File: config.mk
export PLATFORM = sky130hd
export DESIGN_NAME = mem_bus_arbiter
export DESIGN_NICKNAME = d
export VERILOG_FILES = /design/src/rtl/mem_bus_pkg.sv /design/src/rtl/mem_bus_grant_sel.sv /design/src/rtl/mem_bus_arbiter.sv
export SDC_FILE = /design/constraint.sdc
export NUM_CORES = 1
export LEC_CHECK = 0
export ABC_AREA = 1
export CORE_MARGIN = 2
export CORE_UTILIZATION = 46
export DETAILED_ROUTE_END_ITERATION = 7
export PLACE_DENSITY_LB_ADDON = 0.3
export SYNTH_ARGS = -nofsm -noshare
export SYNTH_HDL_FRONTEND = slang
export SYNTH_SLANG_ARGS = --single-unit
File: constraint.sdc
create_clock -name clk -period 3.3 [get_ports clk]
set_input_delay 0.33 -clock clk [delete_from_list [all_inputs] [get_ports clk]]
set_output_delay 0.33 -clock clk [all_outputs]
set_load 0.02 [all_outputs]
File: src/rtl/mem_bus_pkg.sv
// Shared types and constants for the two-requester memory bus arbiter.
package mem_bus_pkg;

    localparam int ADDR_W_DEF = 32;
    localparam int DATA_W     = 32;
    localparam int BE_W       = 4;

    typedef enum logic [1:0] {
        IDLE,
        ISSUE,
        RESP,
        ACK
    } arb_state_t;

    // Requester index, also used as the bus owner encoding.
    localparam logic REQ_F = 1'b0;
    localparam logic REQ_D = 1'b1;

    localparam logic [BE_W-1:0] BE_WORD = 4'b1111;

endpackage

File: src/rtl/mem_bus_grant_sel.sv
// Winner selection between fetch (F) and data (D) requesters.
// D wins by default; once D has been granted STARVE_LIMIT times in a row
// while F was waiting, F is forced through.
module mem_bus_grant_sel
    import mem_bus_pkg::*;
#(
    parameter int STARVE_LIMIT = 4
) (
    input  logic clk,
    input  logic reset,
    input  logic i_f_req,
    input  logic i_d_req,
    input  logic i_advance,
    output logic o_winner,
    output logic o_grant_valid
);

    localparam logic [3:0] LIMIT = 4'(STARVE_LIMIT);

    logic [3:0] r_streak;
    logic       w_winner;

    // Combinational winner pick from current requests and streak count.
    always_comb begin
        // NOTE: assigning a default first guarantees every path drives the
        // signal, so no latch is inferred.
        w_winner = REQ_F;
        if (i_f_req && (r_streak == LIMIT)) begin
            w_winner = REQ_F;
        end else if (i_d_req) begin
            w_winner = REQ_D;
        end else begin
            w_winner = REQ_F;
        end
    end

    // Streak counter: counts D grants made while F was kept waiting.
    always_ff @(posedge clk or negedge reset) begin
        // NOTE: state is updated with non-blocking assignments so every flop
        // samples pre-edge values regardless of statement order.
        if (!reset) begin
            r_streak <= '0;
        end else if (i_advance) begin
            if ((w_winner == REQ_D) && i_f_req) begin
                r_streak <= (r_streak == LIMIT) ? LIMIT : r_streak + 4'd1;
            end else begin
                r_streak <= '0;
            end
        end
    end

    assign o_winner      = w_winner;
    assign o_grant_valid = i_f_req | i_d_req;

endmodule

File: src/rtl/mem_bus_arbiter.sv
// Shares one Avalon-style memory bus between the fetch and load/store ports.
// One transaction at a time: IDLE -> ISSUE -> (RESP for reads) -> ACK.
// The done pulse is registered out of ACK, so it is visible in the cycle after
// ACK while the FSM is already back in IDLE.
module mem_bus_arbiter
    import mem_bus_pkg::*;
#(
    parameter int STARVE_LIMIT = 4,
    parameter int ADDR_W       = ADDR_W_DEF
) (
    input  logic              clk,
    input  logic              reset,
    input  logic              f_req,
    input  logic [ADDR_W-1:0] f_addr,
    output logic              f_done,
    output logic [31:0]       f_rdata,
    input  logic              d_req,
    input  logic              d_write,
    input  logic [ADDR_W-1:0] d_addr,
    input  logic [31:0]       d_wdata,
    input  logic [3:0]        d_byteenable,
    output logic              d_done,
    output logic [31:0]       d_rdata,
    output logic [ADDR_W-1:0] address,
    output logic              write,
    output logic              read,
    input  logic              waitrequest,
    output logic [31:0]       writedata,
    output logic [3:0]        byteenable,
    input  logic [31:0]       readdata
);

    arb_state_t        r_state;
    arb_state_t        w_next_state;
    logic              r_owner;
    logic              r_read;
    logic              r_write;
    logic [ADDR_W-1:0] r_address;
    logic [31:0]       r_writedata;
    logic [3:0]        r_byteenable;
    logic [31:0]       r_f_rdata;
    logic [31:0]       r_d_rdata;
    logic              r_f_done;
    logic              r_d_done;
    logic              w_winner;
    logic              w_grant_valid;
    logic              w_advance;
    logic              w_accept;

    mem_bus_grant_sel #(
        .STARVE_LIMIT (STARVE_LIMIT)
    ) u_grant_sel (
        .clk           (clk),
        .reset         (reset),
        .i_f_req       (f_req),
        .i_d_req       (d_req),
        .i_advance     (w_advance),
        .o_winner      (w_winner),
        .o_grant_valid (w_grant_valid)
    );

    // During the done cycle the finished requester still holds req, so no
    // grant is made then; otherwise the same request would be served twice.
    assign w_advance = (r_state == IDLE) && w_grant_valid && !(r_f_done || r_d_done);
    assign w_accept  = (r_state == ISSUE) && !waitrequest;

    // State register.
    always_ff @(posedge clk or negedge reset) begin
        if (!reset) begin
            r_state <= IDLE;
        end else begin
            r_state <= w_next_state;
        end
    end

    // Next-state logic.
    always_comb begin
        w_next_state = r_state;
        case (r_state)
            IDLE:    if (w_advance) w_next_state = ISSUE;
            ISSUE:   if (w_accept)  w_next_state = r_write ? ACK : RESP;
            RESP:    w_next_state = ACK;
            ACK:     w_next_state = IDLE;
            default: w_next_state = IDLE;
        endcase
    end

    // Bus request registers: loaded on grant, strobes dropped on acceptance.
    always_ff @(posedge clk or negedge reset) begin
        if (!reset) begin
            r_owner      <= REQ_D;
            r_read       <= 1'b0;
            r_write      <= 1'b0;
            r_address    <= '0;
            r_writedata  <= '0;
            r_byteenable <= '0;
        end else if (w_advance) begin
            r_owner <= w_winner;
            if (w_winner == REQ_D) begin
                r_address    <= d_addr;
                r_writedata  <= d_wdata;
                r_read       <= !d_write;
                r_write      <= d_write;
                r_byteenable <= d_write ? d_byteenable : BE_WORD;
            end else begin
                r_address    <= f_addr;
                r_writedata  <= '0;
                r_read       <= 1'b1;
                r_write      <= 1'b0;
                r_byteenable <= BE_WORD;
            end
        end else if (w_accept) begin
            r_read  <= 1'b0;
            r_write <= 1'b0;
        end
    end

    // Response registers: read data capture in RESP, done pulse out of ACK.
    always_ff @(posedge clk or negedge reset) begin
        if (!reset) begin
            r_f_rdata <= '0;
            r_d_rdata <= '0;
            r_f_done  <= 1'b0;
            r_d_done  <= 1'b0;
        end else begin
            r_f_done <= (r_state == ACK) && (r_owner == REQ_F);
            r_d_done <= (r_state == ACK) && (r_owner == REQ_D);
            if (r_state == RESP) begin
                if (r_owner == REQ_F) r_f_rdata <= readdata;
                else                  r_d_rdata <= readdata;
            end
        end
    end

    assign address    = r_address;
    assign read       = r_read;
    assign write      = r_write;
    assign writedata  = r_writedata;
    assign byteenable = r_byteenable;
    assign f_rdata    = r_f_rdata;
    assign d_rdata    = r_d_rdata;
    assign f_done     = r_f_done;
    assign d_done     = r_d_done;

endmodule
== Word level (Yosys, flattened, before mapping) ==
Index checks and enable logic that the tools add are counted.

* Output and inout port bits: 136
* Bits of input ports: 138
* Word-level logic and storage cells: 54
* Register bits after elaboration: 143

* Equal/unequal tests: 6
* Bitwise logic cells: 2
* Multiplexer cells: 17
* Reduce and logical (&&, ||, !) cells: 16
* Add/subtract/negate cells: 1

{| class="wikitable"
|+ Operators with widths
! kind !! number
|-
| 32-bit two-way mux || 2
|-
| 4-bit two-way mux || 4
|-
| 1-bit two-way mux || 8
|-
| 2-bit case mux with 4 select lines || 1
|-
| 1-bit logical AND || 7
|-
| 2-bit AND reduction || 3
|-
| 4-bit by 1-bit adder with 4-bit output, second input constant || 1
|-
| 2-bit == test, second input constant || 2
|-
| 4-bit by 3-bit == test with 1-bit output, second input constant || 1
|-
| 2-bit two-way mux || 2
|-
| 1-bit zero test || 3
|-
| 2-bit by 1-bit == test with 1-bit output, second input constant || 1
|-
| 2-bit zero test || 1
|-
| 2-bit by 1-bit inequality test with 1-bit output, second input constant || 1
|-
| 2-bit inequality test, second input constant || 1
|-
| 2-bit nonzero test || 1
|-
| 1-bit logical OR || 1
|-
| 1-bit inverter || 1
|-
| 1-bit OR || 1
|}

== Logic depth before layout (Yosys ltp) ==
* Depth after elaboration: 5
* Gate-level depth with buffers: 9
* Depth with buffers taken out: 8

== Modules after synthesis ==
A second synthesis with hierarchy kept.

* Cell total of the unflattened synthesis: 713
* Area, all modules: 6,017.0 um2

{| class="wikitable"
|+ Modules (own cells, without submodules)
! module !! times used !! seq. area each (um2) !! cells each !! area an instance (um2)
|-
| mem_bus_arbiter || 1 || 3,479.6 || 676 || 5,744.3
|-
| mem_bus_grant_sel || 1 || 100.1 || 37 || 272.8
|}

== Least setup slack after synthesis ==
OpenSTA, ideal clock, no wires.

* Path kind: register to register
* Start point: reg r_state[0]
* End point: reg r_byteenable[0] (netlist: byteenable[0])
* Arrival: 1.344 ns
* Setup slack: 1.833 ns
* Cell stages (with the launch flop): 10
* Data required time: 3.177 ns
* Path buffers: 2
* Path through: dfrtp_1 inv_1 ha_1 nand2_1 nor2_2 nand2_4 buf_4 buf_4 nand2_1 nand2_1

* Longest elaborated chain between the ends: 3

{| class="wikitable"
|+ Ends and longest elaborated chain
! element !! RTL line !! text
|-
| from (decl) || mem_bus_arbiter.sv:33 || <nowiki>arb_state_t r_state;</nowiki>
|-
| from (signal assigned) || mem_bus_arbiter.sv:72 || <nowiki>r_state <= w_next_state;</nowiki>
|-
| 2-bit zero test || mem_bus_arbiter.sv:64 || <nowiki>assign w_advance = (r_state == IDLE) && w_grant_valid && !(r_f_done || r_d_done);</nowiki>
|-
| 1-bit logical AND (2 in series) || mem_bus_arbiter.sv:64 ||
|-
| to (signal assigned) || mem_bus_arbiter.sv:104 || <nowiki>r_byteenable <= d_write ? d_byteenable : BE_WORD;</nowiki>
|-
| to (decl) || mem_bus_arbiter.sv:40 || <nowiki>logic [3:0] r_byteenable;</nowiki>
|}

No other way between the ends.
A chain may end at the register's enable or synchronous reset.

== Worst setup path in the final report ==
* Start point: reg r_state[0]
* End point: reg r_byteenable[2] (netlist: byteenable[2])

The elaborated chain is that of the path after synthesis.

==> impl_metrics.env <==
export IMPL_outcome="finished, final reports clean"
export IMPL_synth_net_count=898
export IMPL_rsz0062_at_grt="false"
export IMPL_final_setup_tns_ps=0
export IMPL_cts_setup_buffers=0
export IMPL_grt_pass1_vias=5508
export IMPL_gp_congestion=0.7885
export IMPL_synth_seq_cells=143
export IMPL_yosysUniqueCellTypes=21
export IMPL_route_antenna_remaining_nets=0
export IMPL_path_class="flip-flop to flip-flop"
export IMPL_coreArea_sq_mm=0.01324
export IMPL_antenna_found_initial=0
export IMPL_hold_violations=0
export IMPL_grt_usage=0.2407
export IMPL_num_antenna_cells=0
export IMPL_layout_cells_non_filler=1202
export IMPL_hpwl_um=11600
export IMPL_syn_area_sq_mm=0.006228
export IMPL_top_level_ports=274
export IMPL_p_leak_nw=4.872
export IMPL_drt_total_wl_um=17140
export IMPL_final_cell_mix="nand2_1, clkdlybuf4s50_1, dfrtp_1, inv_1, nand3_1"
export IMPL_r2r_slack_ps=1220
export IMPL_synth_compound_area_frac=0.05785
export IMPL_avgSynthCellArea_sq_um=8.272
export IMPL_clock_latency_ps=420
export IMPL_total_power_mw=9.247
export IMPL_synth_simple_area_share=0.2535
export IMPL_finalMaxSlewViolations=0
export IMPL_yosysTopAreaCell="dfrtp_1"
export IMPL_via_per_inst=4.707
export IMPL_ys_seq_area_frac=0.5747
export IMPL_final_common_cell="nand2_1"
export IMPL_htreeDepth=4
export IMPL_ctsResizeCount=0
export IMPL_synthMuxAreaShare=0
export IMPL_place_area_sq_mm=0.009040
export IMPL_syn_inst=753
export IMPL_cts_hold_buf=1
export IMPL_tritoncts="yes"
export IMPL_core_rowCount=42
export IMPL_wl_per_cell_um=14.26
export IMPL_first_iter_violations=415
export IMPL_die_w_um=120.4
export IMPL_finalCritPeriodShare=0.6295
export IMPL_layout_nets=1159
export IMPL_die_area_sq_mm=0.01449
export IMPL_route_detailed_drc=0
export IMPL_clockBufferDepth=2
export IMPL_skew_ps=8.869
export IMPL_layout_drive_gt1_share=0.04873
export IMPL_placed_cells=1170
export IMPL_netlist_area_leader_share=0.5705
export IMPL_ys_warn_count=0
export IMPL_peakVddDrop_mv=0.5815
export IMPL_worstPathArrival_ps=2430
export IMPL_cts_root_buf="clkbuf_16"
export IMPL_numPortBuffers=273
export IMPL_setup_viol=0
export IMPL_start_kind="flip-flop"
export IMPL_synthTopCellsByArea="dfrtp_1, nand2_1, inv_1"
export IMPL_drt_pass1_iter_count=4
export IMPL_cap_violations=0
export IMPL_min_period_ps=2077
export IMPL_cts_buffers=17
export IMPL_max_slew_margin=0.3097
export IMPL_dr_total_vias=5658
export IMPL_end_kind="flip-flop"
export IMPL_area_growth_pct=54.52
export IMPL_die_y_um=120.4
export IMPL_clkTransAtPathRegs_ps=60
export IMPL_worst_pin_slew_ps=1032
export IMPL_grt_pass1_wl_um=27260
export IMPL_required_ps=3650
export IMPL_clock_sinks=143
export IMPL_start_util=0.4703
export IMPL_synth_top_family_by_area="simple AND/OR/NAND/NOR gates"
export IMPL_grt_overflow_total=0
export IMPL_min_path_type="input port to flip-flop"
export IMPL_synth_adder_area_share=0.01406
export IMPL_crit_fanout=40
export IMPL_fin_area_sq_mm=0.009624
export IMPL_grt_max_degree=67
export IMPL_yosys_area_share_xor_xnor=0
export IMPL_pwr_density_cell_mw_per_mm2=960.8
export IMPL_timing_fmax_mhz=481.4
[sequential cells by signal (all words and copies together), names as in the netlist]
| register | cells |
|---|---|
| read | 1 |
| f_rdata | 32 |
| byteenable | 4 |
| address | 32 |
| f_done | 1 |
| r_state | 2 |
| write | 1 |
| u_grant_sel.r_streak | 4 |
| writedata | 32 |
| d_rdata | 32 |
| r_owner | 1 |
| d_done | 1 |
[critical path, stage by stage, from the launching register on]
cell	delay, ps
dfrtp_1	430
inv_1	150
ha_1	200
nand2_1	70
nor2_2	120
nand2_4	170
inv_2	550
o21ai_0	200
nand2_1	100
[cells by family after synthesis]
| family | count (synthesis) |
|---|---|
| AOI/OAI and AO/OA | 72 |
| adders and majority gates | 7 |
| buffers and inverters | 149 |
| DFF | 143 |
| and+or+nand+nor | 382 |
[synthesized netlist by cell type]
master      n
nand2_1   291
dfrtp_1   142
inv_1     110
nand3_1    76
o21ai_0    72
clkbuf_1   19
buf_2       8
buf_4       8
ha_1        7
or2_2       5
buf_6       3
nand4_1     2
nor2_1      2
dfstp_2     1
inv_2       1
nand2_2     1
nand2_4     1
nand3b_1    1
nand4_2     1
nor2_2      1
nor2_4      1
[routing by layer]
layer / wire length (um) / global-route usage
met5: 0 / 0
met4: 444 / 0.09884
met3: 1105 / 0.06887
met2: 8556 / 0.4040
met1: 7033 / 0.2917
[report_power, final]
part / switching [mW] / internal [mW] / total [mW]
Combinational: 2.43 / 1.92 / 4.35
Clock: 0.715 / 1.14 / 1.86
Sequential: 0.459 / 2.58 / 3.04
[worst paths after layout]
check                              startpoint            end  cells after the start
worst max-delay path               r_state[0]  byteenable[2]                      8
worst min-delay path              d_wdata[24]  writedata[24]                      3
worst max register to register     r_state[0]  byteenable[2]                      8
worst min register to register  writedata[23]  writedata[23]                      2
max in group asynchronous               reset  writedata[29]                      3
min in group asynchronous               reset     address[9]                      2
[metrics by stage]
step / setup slack (ps) / util / hold slack, ps
global placement: 1116 / 0.6826 / 361.9
CTS: 1200 / 0.7268 / 430.6
global route: 1027 / 0.7268 / 445.3
finish: 1223 / 0.7268 / 447.8
floorplan: 1833 / - / 34.41
detailed placement: 1082 / 0.6826 / 359.2
[layout make-up]
cell class / instances / area [sq um]
Sequential cell: 143 / 3580
Clock buffer: 21 / 460.4
Fill cell: 1022 / 3618
Clock inverter: 10 / 113.9
Inverter: 111 / 416.7
Multi-Input combinational cell: 461 / 2032
Tap cell: 176 / 220.2
Timing Repair Buffer: 280 / 2801
No activity file was read; power rests on OpenSTA's default activity.
